$ cat config.mk
export PLATFORM = sky130hd
export DESIGN_NAME = pipe_hazard_ctrl
export DESIGN_NICKNAME = d
export VERILOG_FILES = /design/src/rtl/pipe_hazard_ctrl.sv
export SDC_FILE = /design/constraint.sdc
export NUM_CORES = 1
export LEC_CHECK = 0
export ABC_AREA = 1
export BUFFER_PORTS_ARGS = -buffer_cell sky130_fd_sc_hd__buf_2
export CAP_MARGIN = 20
export CORE_ASPECT_RATIO = 1.5
export CORE_MARGIN = 3
export CORE_UTILIZATION = 42
export CTS_BUF_LIST = sky130_fd_sc_hd__clkbuf_8
export DETAILED_ROUTE_END_ITERATION = 10
export GPL_TIMING_DRIVEN = 0
export PLACE_DENSITY = 0.65
export SYNTH_ARGS = -nofsm -noshare
export SYNTH_HDL_FRONTEND = slang
export SYNTH_SLANG_ARGS = --single-unit
$ cat constraint.sdc
create_clock -name clk -period 4.25 [get_ports clk]
set_input_delay 0.85 -clock clk [delete_from_list [all_inputs] [get_ports clk]]
set_output_delay 0.85 -clock clk [all_outputs]
set_load 0.02 [all_outputs]
$ cat src/rtl/pipe_hazard_ctrl.sv
// Control decode, EX/MEM/WB control shift register, destination scoreboard and
// hazard/freeze logic for the 5-stage RV32I pipeline.
module pipe_hazard_ctrl #(
  parameter int REG_AW   = 5,
  parameter int MEM_LAT  = 1,
  parameter int BR_IN_ID = 1
) (
  input  logic        clk,
  input  logic        nrst,
  input  logic [31:0] instr_in,
  input  logic        mispredict,
  input  logic        ext_stall,
  output logic        pc_en,
  output logic        fd_en,
  output logic        de_en,
  output logic        em_en,
  output logic        mw_en,
  output logic        ex_a_sel,
  output logic        ex_b_sel,
  output logic        mem_we,
  output logic        mem_re,
  output logic [1:0]  wb_sel,
  output logic        rf_we
);

  typedef enum logic {RUN, MEM_WAIT} state_t;

  typedef struct packed {
    logic       a_sel;
    logic       b_sel;
    logic       we;
    logic       re;
    logic [1:0] wb_sel;
    logic       rf_we;
  } ctrl_t;

  typedef struct packed {
    logic              valid;
    ctrl_t             ctrl;
    logic [REG_AW-1:0] rd;
    logic              is_load;
  } stage_t;

  localparam logic [3:0] LAST_CNT = 4'(MEM_LAT - 1);

  state_t            state, state_n;
  logic [3:0]        cnt, cnt_n;
  stage_t            ex, mem, wb, id_stage;
  logic              wb_fresh;

  logic              id_ok, uses1, uses2, writes, is_br, is_ld;
  ctrl_t             id_ctrl;
  logic [REG_AW-1:0] rs1, rs2, rd;
  logic              h1, h2, h3, stall, bubble, frozen;
  logic              unused_bits;

  assign unused_bits = ^{instr_in[31:25], instr_in[14:12]};

  always_comb begin
    id_ok   = 1'b1;
    id_ctrl = '0;
    uses1   = 1'b0;
    uses2   = 1'b0;
    writes  = 1'b0;
    is_br   = 1'b0;
    is_ld   = 1'b0;
    case (instr_in[6:0])
      7'b0000011: begin id_ctrl = ctrl_t'(7'b0101011); uses1 = 1'b1; writes = 1'b1; is_ld = 1'b1; end
      7'b0100011: begin id_ctrl = ctrl_t'(7'b0110000); uses1 = 1'b1; uses2 = 1'b1; end
      7'b1100011: begin uses1 = 1'b1; uses2 = 1'b1; is_br = 1'b1; end
      7'b1101111: begin id_ctrl = ctrl_t'(7'b1100101); writes = 1'b1; end
      7'b1100111: begin id_ctrl = ctrl_t'(7'b0100101); uses1 = 1'b1; writes = 1'b1; is_br = 1'b1; end
      7'b0010011: begin id_ctrl = ctrl_t'(7'b0100001); uses1 = 1'b1; writes = 1'b1; end
      7'b0110011: begin id_ctrl = ctrl_t'(7'b0000001); uses1 = 1'b1; uses2 = 1'b1; writes = 1'b1; end
      7'b0110111,
      7'b0010111: begin id_ctrl = ctrl_t'(7'b1100001); writes = 1'b1; end
      7'b0001111,
      7'b1110011: ;
      default:    id_ok = 1'b0;
    endcase
  end

  // Unused source fields are zeroed so that an rd match can never fire on them.
  assign rs1 = uses1  ? instr_in[15 +: REG_AW] : '0;
  assign rs2 = uses2  ? instr_in[20 +: REG_AW] : '0;
  assign rd  = writes ? instr_in[7  +: REG_AW] : '0;

  function automatic logic hit(input logic [REG_AW-1:0] d,
                               input logic [REG_AW-1:0] a,
                               input logic [REG_AW-1:0] b);
    return (d != '0) && ((d == a) || (d == b));
  endfunction

  assign h1    = ex.valid && ex.is_load && hit(ex.rd, rs1, rs2);
  assign h2    = (BR_IN_ID != 0) && is_br && ex.valid && hit(ex.rd, rs1, rs2);
  assign h3    = (BR_IN_ID != 0) && is_br && mem.valid && mem.is_load && hit(mem.rd, rs1, rs2);
  assign stall = h1 || h2 || h3;

  always_comb begin
    state_n = state;
    cnt_n   = cnt;
    frozen  = !nrst || ext_stall || (state == MEM_WAIT);
    pc_en   = 1'b0;
    fd_en   = 1'b0;
    de_en   = 1'b0;
    em_en   = 1'b0;
    mw_en   = 1'b0;
    bubble  = mispredict || stall;
    if (!frozen) begin
      pc_en = mispredict || !stall;
      fd_en = mispredict || !stall;
      de_en = 1'b1;
      em_en = 1'b1;
      mw_en = 1'b1;
    end
    if (!ext_stall) begin
      case (state)
        RUN: begin
          if (MEM_LAT > 1 && ex.valid && (ex.ctrl.we || ex.ctrl.re)) begin
            state_n = MEM_WAIT;
            cnt_n   = 4'd1;
          end
        end
        MEM_WAIT: begin
          if (cnt == LAST_CNT) begin
            state_n = RUN;
            cnt_n   = '0;
          end else begin
            cnt_n = cnt + 4'd1;
          end
        end
        default: state_n = RUN;
      endcase
    end
  end

  always_comb begin
    id_stage         = '0;
    id_stage.valid   = id_ok && !bubble;
    if (id_stage.valid) begin
      id_stage.ctrl    = id_ctrl;
      id_stage.rd      = rd;
      id_stage.is_load = is_ld;
    end
  end

  always_ff @(posedge clk) begin
    if (!nrst) begin
      state    <= RUN;
      cnt      <= '0;
      ex       <= '0;
      mem      <= '0;
      wb       <= '0;
      wb_fresh <= 1'b0;
    end else begin
      state    <= state_n;
      cnt      <= cnt_n;
      if (de_en) ex  <= id_stage;
      if (em_en) mem <= ex;
      if (mw_en) wb  <= mem;
      // rf_we only in the first cycle a WB entry is held, so a frozen WB cannot rewrite.
      wb_fresh <= mw_en;
    end
  end

  assign ex_a_sel = ex.valid  && ex.ctrl.a_sel;
  assign ex_b_sel = ex.valid  && ex.ctrl.b_sel;
  assign mem_we   = mem.valid && mem.ctrl.we;
  assign mem_re   = mem.valid && mem.ctrl.re;
  assign wb_sel   = wb.valid ? wb.ctrl.wb_sel : 2'b00;
  assign rf_we    = wb.valid && wb.ctrl.rf_we && wb_fresh;

endmodule

==> flow_summary.toml <==
[status]
status = "complete, no violations"

[grt]
grt_start_max_net_pins = 13
grt_pass1_wl_um = 8440
first_global_vias = 1931
grt_usage = 0.194
antenna_found_initial = 0
grt_overflow_total = 0

[timing]
fin_crit_sh = 0.871
clock_skew_ns = 0.00849
fmax_ghz = 0.270
tightest_slew_ns = 0.473
slew_headroom = 0.685
whs_ns = 0.454
hold_violations = 0
setup_viol = 0
tns_ns = 0
drv_slew = 0
rsz0062_at_grt = "false"
layout_min_cycle_time_ns = 3.70

[worst_setup_path]
critical-path-slowest-cell = "nor2_2"
path_max_fanout = 10
critPathTopFamily = "simple AND/OR/NAND/NOR gates"
crit_path_cell_trace = "buf_2 > inv_1 > nand2_1 > nor2_2 > nand2_1 > nand3_2 > buf_6 > nand2_1 > nand2_1 > nand2_1 > nor2_1 > nand3_1 > nand2_1 > nand2_1 > nand2_1 > inv_1 > nor2_1 > nor2_1 > buf_4 > buf_2"
crit_path_max_incr_delay_ns = 0.20
worstPathRequired_ns = 3.40
cp_num_buf_inv = 6
cp-end-kind = "primary output"
path_class = "in -> out"
crit_arrival_ns = 2.85
crit_top_cell = "nand2_1"
startpoint_type = "primary input"

[power_and_ir_drop]
seqPwrFrac = 0.474
intPower_uw = 517
clock_power_share = 0.436
irDropWorstVdd_v = 0.000243
comb_power_share = 0.090
power.leakage_uw = 0.00118
powerDensity_nw_per_um2 = 292
netSwitchingFraction = 0.243
finalPower_uw = 683
p_sw_uw = 166

[logic_synthesis]
syn_nets = 359
syn-instance-count = 321
netlist_area_um2 = 1970
yosysSeqAreaShare = 0.345
syn_avg_cell_area_um2 = 6.14
synth_area_leaders = "dfxtp_1, nand2_1, inv_1"
yosys.cell_types.count = 26
synth_top_cell_by_area = "dfxtp_1"
netlist.area_leader.share = 0.345
yosysWarnings = 0
synth-seq-cells = 34

[clock_tree]
root_buffer = "clkbuf_8"
clock_sinks = 34
htree_levels = 2
clock_latency_ns = 0.29
post_cts_buffers = 0
cts_resized = 0
clk_pin_slew_ns = 0.08
ctsLongestPathBuffers = 2
cts_tree = "built"
hold_buffers = 0
cts_buffers = 5

[drt]
drcViolationCount = 0
vias = 2042
via_per_inst = 4.78
wl_per_cell_um = 11.4
drtIter0Drc = 81
first_pass_iters = 5
antenna_left = 0
routed_wl_um = 4870

[floorplanning]
core_um2 = 4390
die_height_um = 89.9
die_x_um = 61.9
dieArea_um2 = 5570
start_util = 0.449
rows = 29
io_pins = 48

[run]
cap_violations = 0

[final_layout]
drive_gt1_frac = 0.151
fill_cells = 482
nets = 402
n_antenna_cell = 0
syn2layout_area_growth_pct = 18.9

[placement]
dp_hpwl_um = 3870
io_buffers = 36
gp_congestion = 0.861

[min_path]
hold_path.class = "reg -> reg"
-- cell usage after synthesis, drive strengths merged --
cell type    n
o211ai       3
clkinv       1
o21ai       15
a211oi       2
buf          5
nand3       35
o2111a       1
a21oi       20
nand2      105
xor2         2
inv         47
o221ai       1
ha           2
nand3b       1
clkbuf       7
nor2        30
o31ai        1
and3         1
nand4        3
nor3         5
dfxtp       34
-- cell type report --
type / instances / area, um2 / area share
Clock buffer: 5 / 68.8 / 0.0294
Tap cell: 62 / 77.6 / 0.0331
Timing Repair Buffer: 36 / 180 / 0.0769
Multi-Input combinational cell: 227 / 1040 / 0.445
Buffer: 12 / 67.6 / 0.0288
Sequential cell: 34 / 681 / 0.291
Clock inverter: 3 / 45.0 / 0.0192
Inverter: 48 / 180 / 0.0769
-- metal layers --
layer	up-vias	track usage	share of wire	wire length [um]
li1	1100	-	-	-
met1	896	0.235	0.43	2070
met2	38	0.330	0.52	2540
met3	8	0.0401	0.037	179
met4	0	0.0549	0.017	81
met5	-	0	0	0
-- flip-flops by register name, indices dropped and copies added, names as in the netlist --
register and cells:
state 1, mem 11, wb 4, cnt 4, wb_fresh 1, ex 13
-- worst reg2reg max path, cell delays in order, from the launching register on --
cell and delay [ns]:
dfxtp_1 0.40, inv_1 0.11, nand3_1 0.10, nand2_1 0.06, nor2_1 0.14, nand3_1 0.09, nand2_1 0.09, nand2_1 0.05
nand2_1 0.10, nor2_2 0.05, buf_4 0.17, nand3_1 0.10, a21oi_1 0.07
-- kinds of logic after synthesis --
| family | count (synthesis) | synth area share |
|---|---|---|
| AO/OA/AOI/OAI | 43 | 0.124 |
| AND/OR/NAND/NOR | 180 | 0.383 |
| XOR/XNOR | 2 | 0.00889 |
| adder cells (fa/ha/maj) | 2 | 0.0127 |
| flip-flops | 34 | 0.345 |
| buffers and inverters | 60 | 0.126 |
-- power by group through the flow --
stage	combinational (uW)	sequential [uW]	clock (uW)
finish	61.8	324	298
global route	70.2	324	320
floorplan	35.8	330	0
CTS	62.4	324	305
global placement	61.6	331	0
detailed placement	62.1	331	0
-- per-stage QoR --
step / utilization / setup slack, ns / area [um2] / std cells
floorplan: - / 0.948 / 1970 / 321
global placement: 0.508 / 0.571 / 2230 / 419
detailed placement: 0.508 / 0.566 / 2230 / 419
CTS: 0.533 / 0.547 / 2340 / 427
global route: 0.533 / 0.321 / 2340 / 427
finish: 0.533 / 0.547 / 2340 / 427
-- worst paths after layout --
check / startpoint / endpoint / slack [ns] / depth (start not counted)
setup / recovery: instr_in[3] / pc_en / 0.55 / 20
setup reg to reg: ex[4]$_SDFFE_PN0P_ / ex[10]$_SDFFE_PN0P_ / 2.60 / 12
hold / removal: mem[6]$_SDFFE_PN0P_ / mem[6]$_SDFFE_PN0P_ / 0.45 / 2
hold reg to reg: mem[6]$_SDFFE_PN0P_ / mem[6]$_SDFFE_PN0P_ / 0.45 / 2
-- cells in the final DEF, fill, tap and decap left out, types with 2 or more instances in the layout --
cell / netlist / layout
a211oi_1: 2 / 2
a21oi_1: 20 / 20
buf_2: 0 / 36
buf_4: 4 / 4
clkbuf_1: 7 / 7
clkbuf_8: 0 / 5
clkinvlp_4: 0 / 2
dfxtp_1: 34 / 34
ha_1: 2 / 2
inv_1: 47 / 47
nand2_1: 104 / 104
nand3_1: 34 / 34
nand4_1: 3 / 3
nor2_1: 27 / 27
nor2_2: 3 / 3
nor3_1: 5 / 5
o211ai_1: 2 / 2
o21ai_0: 15 / 15
xor2_1: 2 / 2
Note: power is estimated with default switching activity, not from simulation.
